**src/rtl/trigger_ctrl_pkg.sv**
```systemverilog
// Shared types, widths and the round-robin search helper for the trigger controller.
package trigger_ctrl_pkg;

    localparam int COUNT_WIDTH = 32;
    localparam int MAX_SOURCES = 16;

    typedef enum logic [1:0] {
        IDLE     = 2'd0,
        ISSUE    = 2'd1,
        DEADTIME = 2'd2
    } state_t;

    // First set bit of req scanning upward from last+1 and wrapping at n.
    // Returns last when nothing is requested; callers only use the result
    // when at least one request bit is set.
    function automatic logic [3:0] rr_next(input logic [MAX_SOURCES-1:0] req,
                                           input logic [3:0]             last,
                                           input int unsigned            n);
        logic        found;
        int unsigned cand;
        rr_next = last;
        found   = 1'b0;
        for (int unsigned k = 1; k <= MAX_SOURCES; k++) begin
            cand = (32'(last) + k) % n;
            if (!found && (k <= n) && req[cand[3:0]]) begin
                rr_next = cand[3:0];
                found   = 1'b1;
            end
        end
    endfunction

endpackage

```
**src/rtl/trigger_controller_prescaler.sv**
```systemverilog
// Per-source rising-edge detector and event prescaler; emits a registered one-cycle pulse.
module trigger_prescaler
    import trigger_ctrl_pkg::*;
#(
    parameter int PRESCALE_WIDTH = 16
) (
    input  logic                      clk,
    input  logic                      rst,
    input  logic                      trig_i,
    input  logic                      enable_i,
    input  logic [PRESCALE_WIDTH-1:0] prescale_i,
    output logic                      event_o
);

    logic                      trig_d_q;
    logic [PRESCALE_WIDTH-1:0] cnt_q, cnt_d;
    logic                      fire_q, fire_d;
    logic                      edge_det;

    assign edge_det = trig_i & ~trig_d_q;

    // Count events while enabled; every (P+1)th event passes. A counter that
    // has overtaken a freshly lowered P passes on its next event instead of stalling.
    always_comb begin
        cnt_d  = cnt_q;
        fire_d = 1'b0;
        if (!enable_i) begin
            cnt_d = '0;
        end else if (edge_det) begin
            if (cnt_q >= prescale_i) begin
                cnt_d  = '0;
                fire_d = 1'b1;
            end else begin
                cnt_d = cnt_q + 1'b1;
            end
        end
    end

    // Edge history, prescale counter and output pulse registers.
    always_ff @(posedge clk) begin
        if (rst) begin
            trig_d_q <= 1'b0;
            cnt_q    <= '0;
            fire_q   <= 1'b0;
        end else begin
            trig_d_q <= trig_i;
            cnt_q    <= cnt_d;
            fire_q   <= fire_d;
        end
    end

    assign event_o = fire_q;

endmodule

```
**src/rtl/trigger_controller.sv**
```systemverilog
// Round-robin trigger arbiter with pending latches, valid/ready issue, deadtime and counters.
module trigger_controller
    import trigger_ctrl_pkg::*;
#(
    parameter int NUM_SOURCES    = 4,
    parameter int PRESCALE_WIDTH = 16,
    parameter int DEADTIME_WIDTH = 16
) (
    input  logic                                 clk,
    input  logic                                 rst,
    input  logic [NUM_SOURCES-1:0]               trig_in,
    input  logic [NUM_SOURCES-1:0]               enable,
    input  logic [NUM_SOURCES*PRESCALE_WIDTH-1:0] prescale,
    input  logic [DEADTIME_WIDTH-1:0]            deadtime,
    input  logic                                 daq_busy,
    output logic                                 trig_valid,
    input  logic                                 trig_ready,
    output logic [$clog2(NUM_SOURCES)-1:0]       trig_source,
    output logic [NUM_SOURCES-1:0]               trig_mask,
    output logic [COUNT_WIDTH-1:0]               accepted_count,
    output logic [COUNT_WIDTH-1:0]               dropped_count
);

    localparam int SW = $clog2(NUM_SOURCES);

    logic [NUM_SOURCES-1:0]    fire;
    state_t                    state_q, state_d;
    logic [NUM_SOURCES-1:0]    pending_q, pending_d;
    logic [NUM_SOURCES-1:0]    grant_onehot, drop_vec;
    logic [SW-1:0]             last_grant_q, last_grant_d;
    logic [SW-1:0]             src_q, src_d, grant_idx;
    logic [NUM_SOURCES-1:0]    mask_q, mask_d;
    logic [DEADTIME_WIDTH-1:0] cnt_q, cnt_d;
    logic [COUNT_WIDTH-1:0]    acc_q, acc_d, drop_q, drop_d;
    logic                      grant_vld;

    for (genvar i = 0; i < NUM_SOURCES; i++) begin : g_src
        trigger_prescaler #(
            .PRESCALE_WIDTH(PRESCALE_WIDTH)
        ) u_prescaler (
            .clk       (clk),
            .rst       (rst),
            .trig_i    (trig_in[i]),
            .enable_i  (enable[i]),
            .prescale_i(prescale[i*PRESCALE_WIDTH +: PRESCALE_WIDTH]),
            .event_o   (fire[i])
        );
    end

    assign grant_idx = SW'(rr_next(MAX_SOURCES'(pending_q), 4'(last_grant_q), NUM_SOURCES));

    // FSM next state: grant from IDLE, hold request in ISSUE, count down deadtime.
    always_comb begin
        state_d      = state_q;
        last_grant_d = last_grant_q;
        src_d        = src_q;
        mask_d       = mask_q;
        cnt_d        = cnt_q;
        acc_d        = acc_q;
        grant_vld    = 1'b0;
        case (state_q)
            IDLE: begin
                if ((|pending_q) && !daq_busy) begin
                    grant_vld    = 1'b1;
                    src_d        = grant_idx;
                    mask_d       = pending_q;
                    last_grant_d = grant_idx;
                    state_d      = ISSUE;
                end
            end
            ISSUE: begin
                if (trig_ready) begin
                    acc_d = acc_q + 1'b1;
                    if (deadtime == '0) begin
                        state_d = IDLE;
                    end else begin
                        cnt_d   = deadtime;
                        state_d = DEADTIME;
                    end
                end
            end
            DEADTIME: begin
                if (cnt_q <= DEADTIME_WIDTH'(1)) begin
                    state_d = IDLE;
                end else begin
                    cnt_d = cnt_q - 1'b1;
                end
            end
            default: state_d = IDLE;
        endcase
    end

    // Pending latches: a new event survives a same-cycle grant; an event onto
    // a still-pending source is counted as dropped.
    always_comb begin
        grant_onehot = '0;
        drop_vec     = '0;
        pending_d    = '0;
        for (int i = 0; i < NUM_SOURCES; i++) begin
            grant_onehot[i] = grant_vld && (grant_idx == SW'(i));
            drop_vec[i]     = enable[i] & fire[i] & pending_q[i] & ~grant_onehot[i];
            pending_d[i]    = enable[i] & (fire[i] | (pending_q[i] & ~grant_onehot[i]));
        end
        drop_d = drop_q + COUNT_WIDTH'($countones(drop_vec));
    end

    // Controller state registers; last_grant resets so source 0 wins first.
    always_ff @(posedge clk) begin
        if (rst) begin
            state_q      <= IDLE;
            pending_q    <= '0;
            last_grant_q <= SW'(NUM_SOURCES - 1);
            src_q        <= '0;
            mask_q       <= '0;
            cnt_q        <= '0;
            acc_q        <= '0;
            drop_q       <= '0;
        end else begin
            state_q      <= state_d;
            pending_q    <= pending_d;
            last_grant_q <= last_grant_d;
            src_q        <= src_d;
            mask_q       <= mask_d;
            cnt_q        <= cnt_d;
            acc_q        <= acc_d;
            drop_q       <= drop_d;
        end
    end

    assign trig_valid     = (state_q == ISSUE);
    assign trig_source    = src_q;
    assign trig_mask      = mask_q;
    assign accepted_count = acc_q;
    assign dropped_count  = drop_q;

endmodule

```
**config.mk**
```make
export PLATFORM = sky130hd
export DESIGN_NAME = trigger_controller
export DESIGN_NICKNAME = d
export VERILOG_FILES = /design/src/rtl/trigger_ctrl_pkg.sv /design/src/rtl/trigger_controller_prescaler.sv /design/src/rtl/trigger_controller.sv
export SDC_FILE = /design/constraint.sdc
export NUM_CORES = 1
export LEC_CHECK = 0
export ABC_AREA = 1
export CORE_MARGIN = 1.5
export CORE_UTILIZATION = 28
export CTS_BUF_LIST = sky130_fd_sc_hd__clkbuf_8
export DETAILED_ROUTE_END_ITERATION = 8
export PLACE_DENSITY = 0.58
export SLEW_MARGIN = 0
export SYNTH_ARGS = -nofsm -noshare
export SYNTH_HDL_FRONTEND = slang
export SYNTH_SLANG_ARGS = --single-unit
export TNS_END_PERCENT = 100
```
**constraint.sdc**
```tcl
create_clock -name clk -period 3.6 [get_ports clk]
set_clock_uncertainty 0.2 [all_clocks]
set_input_delay 0.36 -clock clk [delete_from_list [all_inputs] [get_ports clk]]
set_output_delay 0.36 -clock clk [all_outputs]
set_load 0.01 [all_outputs]
```
Yosys cells after proc, flatten, opt, wreduce, memory -nomap -nowiden
Cells that the tools add are included.
{"block": "classes", "n_addsub": 14, "order_cmp": 9, "n_eq_ne": 10, "n_mux": 34, "bitwise_logic": 44, "n_reduce_logical": 29}
{"operator": "$mux 16", "n": 7}
{"operator": "$add 16x1->16 const B", "n": 4}
{"operator": "$ge 16x16->1", "n": 4}
{"operator": "$add 32x1->32 const B", "n": 1}
{"operator": "$add 32x3->32", "n": 1}
{"operator": "$pmux 16 s2", "n": 1}
{"operator": "$and 1x1->1", "n": 24}
{"operator": "$lt 2x5->1 const B", "n": 4}
{"operator": "$le 16x1->1 const B", "n": 1}
{"operator": "$logic_not 16->1", "n": 1}
{"operator": "$mux 2", "n": 8}
{"operator": "$not 1->1", "n": 16}
{"operator": "$sub 16x1->16 const B", "n": 1}
{"operator": "$mux 1", "n": 13}
{"operator": "$reduce_or 3->1", "n": 4}
{"operator": "$bmux 1 s2", "n": 4}
{"operator": "$logic_and 1x1->1", "n": 8}
{"operator": "$ne 2x2->1 const B", "n": 4}
{"operator": "$reduce_or 2->1", "n": 4}
{"operator": "$eq 2x2->1 const B", "n": 3}
{"operator": "$pmux 2 s3", "n": 1}
{"operator": "$add 1x1->2", "n": 2}
{"operator": "$add 2x1->2 const B", "n": 2}
{"operator": "$add 2x2->2 const B", "n": 2}
{"operator": "other kinds (11)", "n": 20}
{"block": "word_totals", "reg_bits": 166, "out_inout_bits": 71, "wordCells": 160}

Longest topological paths before layout
{"block": "logic_depth", "word_depth": 20, "mapped_depth": 27, "ltp_nobuf": 26}

By module
Synthesis repeated with hierarchy kept, for this count alone.
{"block": "unflattened", "cells_unflattened": 1431, "hier_area_um2": 10243.6}
{"module": "trigger_controller", "n_inst": 1, "cells_each": 746, "area_each_um2": 4976.0}
{"module": "trigger_prescaler (g_src[0].u_prescaler ...)", "n_inst": 3, "cells_each": 171, "area_each_um2": 1327.5}
{"module": "trigger_prescaler (g_src[3].u_prescaler)", "n_inst": 1, "cells_each": 172, "area_each_um2": 1285.0}

Worst setup path after synthesis
Ideal clock, no wire load.
{"block": "synth_timing", "path_kind": "reg2reg", "startpoint": "register last_grant_q[0]", "endpoint": "register drop_q[30], in the netlist dropped_count[30]", "arrival_time_ps": 3524, "setup_slack_ps": -182, "path_stages_with_launch": 27, "period_less_slack_ps": 3782, "path_cell_list": "dfxtp_1 > buf_4 > inv_4 > nand2_1 > nand2_1 > nand2_1 > nand2_2 > nor2_4 > nand2_2 > nand3_1 > nand3_1 > o21bai_1 > nor2_1 > nand2_1 > fa_1 > fa_1 > inv_1 > fa_1 > nand2_1 > nor2_4 > nand4_4 > nor2_4 > nand2_4 > nor2_8 > nand3_2 > a21oi_1 > o21a_1"}
{"block": "synth_via", "elab_chain_cells": 20}
{"element": "start: declaration", "line_no": "trigger_controller.sv:30", "text": "logic [SW-1:0] last_grant_q, last_grant_d;"}
{"element": "start signal: assignment", "line_no": "trigger_controller.sv:112", "text": "last_grant_q <= SW'(NUM_SOURCES - 1);"}
{"element": "start signal: assignment", "line_no": "trigger_controller.sv:121", "text": "last_grant_q <= last_grant_d;"}
{"element": "$add 2x1->2", "line_no": "trigger_ctrl_pkg.sv:24", "text": "cand = (32'(last) + k) % n;"}
{"element": "$bmux 1 s2", "line_no": "trigger_ctrl_pkg.sv:25", "text": "if (!found && (k <= n) && req[cand[3:0]]) begin"}
{"element": "$mux 1 (not written as such)", "line_no": "trigger_ctrl_pkg.sv:25"}
{"element": "$mux 1", "line_no": "trigger_ctrl_pkg.sv:25"}
{"element": "$logic_not 1->1", "line_no": "trigger_ctrl_pkg.sv:25"}
{"element": "$logic_and 1x1->1", "line_no": "trigger_ctrl_pkg.sv:25"}
{"element": "$mux 1", "line_no": "trigger_ctrl_pkg.sv:25"}
{"element": "$logic_not 1->1", "line_no": "trigger_ctrl_pkg.sv:25"}
{"element": "[4 not listed]"}
{"element": "$mux 2 (*)", "line_no": "trigger_ctrl_pkg.sv:25"}
{"element": "$eq 2x1->1 (tied with other cells)", "line_no": "trigger_controller.sv:100", "text": "grant_onehot[i] = grant_vld && (grant_idx == SW'(i));"}
{"element": "$logic_and 1x1->1", "line_no": "trigger_controller.sv:100"}
{"element": "$not 1->1", "line_no": "trigger_controller.sv:101", "text": "drop_vec[i] = enable[i] & fire[i] & pending_q[i] & ~grant_onehot[i];"}
{"element": "$and 1x1->1", "line_no": "trigger_controller.sv:101"}
{"element": "$add 1x1->2 (not written as such)", "line_no": "trigger_controller.sv:104", "text": "drop_d = drop_q + COUNT_WIDTH'($countones(drop_vec));"}
{"element": "$add 2x2->3 (not written as such) (*)", "line_no": "trigger_controller.sv:104"}
{"element": "$add 32x3->32 (*)", "line_no": "trigger_controller.sv:104"}
{"element": "end signal: assignment", "line_no": "trigger_controller.sv:126", "text": "drop_q <= drop_d;"}
{"element": "end: declaration", "line_no": "trigger_controller.sv:34", "text": "logic [COUNT_WIDTH-1:0] acc_q, acc_d, drop_q, drop_d;"}
Every way passes the cells marked *; elsewhere a longest branch is shown, timed or not. The select of a mux whose other input is x is not followed.
A chain may end at the register's enable or synchronous reset.

Worst setup path after layout
{"block": "layout_timing", "startpoint": "register last_grant_q[0]", "endpoint": "register drop_q[16], in the netlist dropped_count[16]"}
Same word-level chain as after synthesis.

==> impl_metrics.env <==
export IMPL_routed_wl_um=26100
export IMPL_finalMaxSlewViolations=0
export IMPL_start_util=0.283
export IMPL_synth_avg_cell_area_um2=7.01
export IMPL_place_congestion=0.841
export IMPL_num_rows=69
export IMPL_clkSinkCount=166
export IMPL_tightestPinTransition_ps=693
export IMPL_grt_first_pass_wirelength_um=42300
export IMPL_whs_path_depth=3
export IMPL_ys_ff_latch=166
export IMPL_dieArea_mm2=0.0368
export IMPL_numCtsBuffers=17
export IMPL_rsz0062_at_grt="yes"
export IMPL_grt_antenna_before_repair=1
export IMPL_diodes=0
export IMPL_detail_route_antenna_nets=0
export IMPL_outcome="finished with violations"
export IMPL_ir_drop_mv=0.200
export IMPL_io_buffers=162
export IMPL_p_leak_nw=5.34
export IMPL_min_to="g_src[3].u_prescaler.trig_d_q"
export IMPL_worstPathRequired_ps=3750
export IMPL_fin_setup_tns_ps=-1090
export IMPL_pin_count=163
export IMPL_reg2reg_depth=27
export IMPL_clk_path_buf_depth=2
export IMPL_cts_tree="done"
export IMPL_cts_root_buf="clkbuf_8"
export IMPL_drcViolationCount=0
export IMPL_hold_worst_slack_ps=272
export IMPL_synthTopCellsByArea="dfxtp_1, nand2_1, ha_1, inv_1, nor2_1"
export IMPL_fin_ws_ps=-160
export IMPL_violations="setup timing"
export IMPL_routed_via_density=4.50
export IMPL_grt_usage=0.143
export IMPL_grt_max_degree=52
export IMPL_fin_crit_ps=3760
export IMPL_critical_path_class="register to register"
export IMPL_power_density_mw_per_mm2=271
export IMPL_area_growth_pct=30.2
export IMPL_final_nets=1796
export IMPL_syn_nets=1593
export IMPL_die_h_um=192
export IMPL_drt_iter0_drc=266
export IMPL_yosys_area_top_type="dfxtp_1"
export IMPL_reg2reg_slack_ps=-160
export IMPL_grt_pass1_vias=8985
export IMPL_setup_viol_count_final=14
export IMPL_dp_slack_ps=-340
export IMPL_synth_cell_types=49
export IMPL_fmax_mhz=266
export IMPL_hold_path_startpoint="trig_in[3]"
export IMPL_cap_violations=0
export IMPL_layoutNonFillerInstCount=2103
export IMPL_vias=9471
export IMPL_hpwlAfterDp_um=20100
export IMPL_post_route_period_util=1.04
export IMPL_crit_path_end_kind="register"
export IMPL_overflow=0
export IMPL_htreeDepth=4
export IMPL_seq_area_frac_synth=0.332
export IMPL_yosys_warnings=0
export IMPL_clkTransAtPathRegs_ps=90
export IMPL_synth_area_mm2=0.00999
export IMPL_drtPass1Iterations=4
export IMPL_synthDominantCellAreaShare=0.332
export IMPL_crit_fanout=6
export IMPL_die_w_um=192
export IMPL_r2r_start="last_grant_q[0]"
export IMPL_numPlacedInstances=2059
export IMPL_syn_inst=1426
export IMPL_cp_start_kind="register"
export IMPL_drive_above_1_share=0.116
export IMPL_relSlewSlack=0.538
export IMPL_final_hold_violation_count=0
export IMPL_power_mw=3.53
export IMPL_regToRegEndpoint="dropped_count[16]"
export IMPL_min_path_type="primary input to register"
export IMPL_wl_per_cell_um=12.4
export IMPL_arrival_ps=3910
export IMPL_clk_latency_ps=460
export IMPL_core_area_mm2=0.0353
final cells by class:
type,count,area [um^2]
timing repair buffer,205,1960
multi-input combinational,1018,5910
clock inverter,14,164
fill,3728,22300
tap,461,577
sequential,166,3330
inverter,221,833
clock buffer,18,248
metal layers:
layer / part of all wire / GRT usage / vias up
met5: 0.00046 / 0 / -
li1: - / - / 4994
met2: 0.48 / 0.247 / 144
met4: 0.017 / 0.0388 / 2
met3: 0.049 / 0.0331 / 27
met1: 0.45 / 0.176 / 4304
worst max path at each step:
stage,start,to,cells after the start,slack (ps)
after floorplan,last_grant_q[0],dropped_count[30],25,-60
after global placement,daq_busy,dropped_count[28],22,-320
after detailed placement,daq_busy,dropped_count[24],21,-340
after CTS,last_grant_q[0],dropped_count[30],25,-160
after global routing,last_grant_q[0],dropped_count[28],26,-420
final,last_grant_q[0],dropped_count[16],27,-160
layout by cell type, fill, tap and decap left out, types with 45 or more instances in the layout:
| cell type | synthesis | routed |
|---|---|---|
| nor2_1 | 200 | 195 |
| a21oi_1 | 97 | 96 |
| nand3_1 | 63 | 58 |
| clkdlybuf4s50_1 | 0 | 161 |
| nand2_1 | 278 | 262 |
| dfxtp_1 | 166 | 163 |
| ha_1 | 72 | 72 |
| o21ai_0 | 56 | 53 |
| inv_1 | 204 | 202 |
| xor2_1 | 45 | 45 |
registers in the layout, summed over array words and instances (netlist names):
register and cells:
g_src.u_prescaler.trig_d_q 4, g_src.u_prescaler.event_o 4, pending_q 4, state_q 2
trig_mask 4, cnt_q 16, last_grant_q 2, trig_source 2
dropped_count 32, g_src.u_prescaler.cnt_q 64, accepted_count 32
Yosys cell counts, drive strengths merged:
cell / number
nor4: 4
or2: 1
nor2: 225
fa: 3
nand2: 293
xnor2: 18
nor3b: 3
o221a: 1
nand3: 72
a31o: 1
o31ai: 1
inv: 219
o21a: 5
o21ai: 61
a31oi: 6
buf: 13
a21oi: 100
o22ai: 1
dfxtp: 166
clkbuf: 8
nand4: 35
mux2i: 2
o21bai: 3
xor2: 45
a221oi: 1
nand3b: 4
clkinv: 2
o211ai: 8
nor3: 48
ha: 72
a211oi: 4
and2: 1
logic make-up (layout without fill, tap and decap cells):
family / count (synthesis) / after routing / synth area share
simple gates: 686 / 686 / 0.316
fa+ha+maj: 75 / 75 / 0.0961
compound gates: 192 / 192 / 0.105
flops: 166 / 166 / 0.332
buf+inv: 242 / 458 / 0.0931
xor+xnor: 63 / 63 / 0.0552
mux: 2 / 2 / 0.00200
where the power goes:
group	total, mW	internal, mW	switching, mW
Clock	1.43	0.656	0.778
Sequential	1.84	1.84	0.00400
Combinational	0.256	0.133	0.123
Total	3.53	2.63	0.906
critical path, cell delays in order, from the launching register on:
cell and delay (ps):
dfxtp_4 380, buf_6 140, nand2_4 60, nand2_4 60
nand2_4 90, nand2_4 60, nor2_4 100, nand2_2 80
nand3_2 100, nand3_2 70, o21bai_1 170, nor2_1 60
nand2_1 80, fa_1 430, fa_2 360, inv_2 60
fa_2 190, nand2_2 70, nor2_4 140, nand4_4 100
nor2_4 150, buf_4 130, buf_6 90, nand2_2 40
inv_2 70, nand3_1 60, nand2_1 70, a21oi_1 40
per-stage QoR:
step / utilization / instance area, um^2
6_report: 0.369 / 13000
5_1_grt: 0.369 / 13000
4_1_cts: 0.364 / 12900
3_5_place_dp: 0.350 / 12300
3_3_place_gp: 0.350 / 12300
2_1_floorplan: - / 10000
timing repair:
item,4_1_cts,5_1_grt
resized for setup,19,31
pin swaps,13,7
setup endpoints to repair,22,28
hold buffers,1,0
setup buffers,5,7
endpoints found under the hold margin,2,0
(Power assumes the default switching activity.)
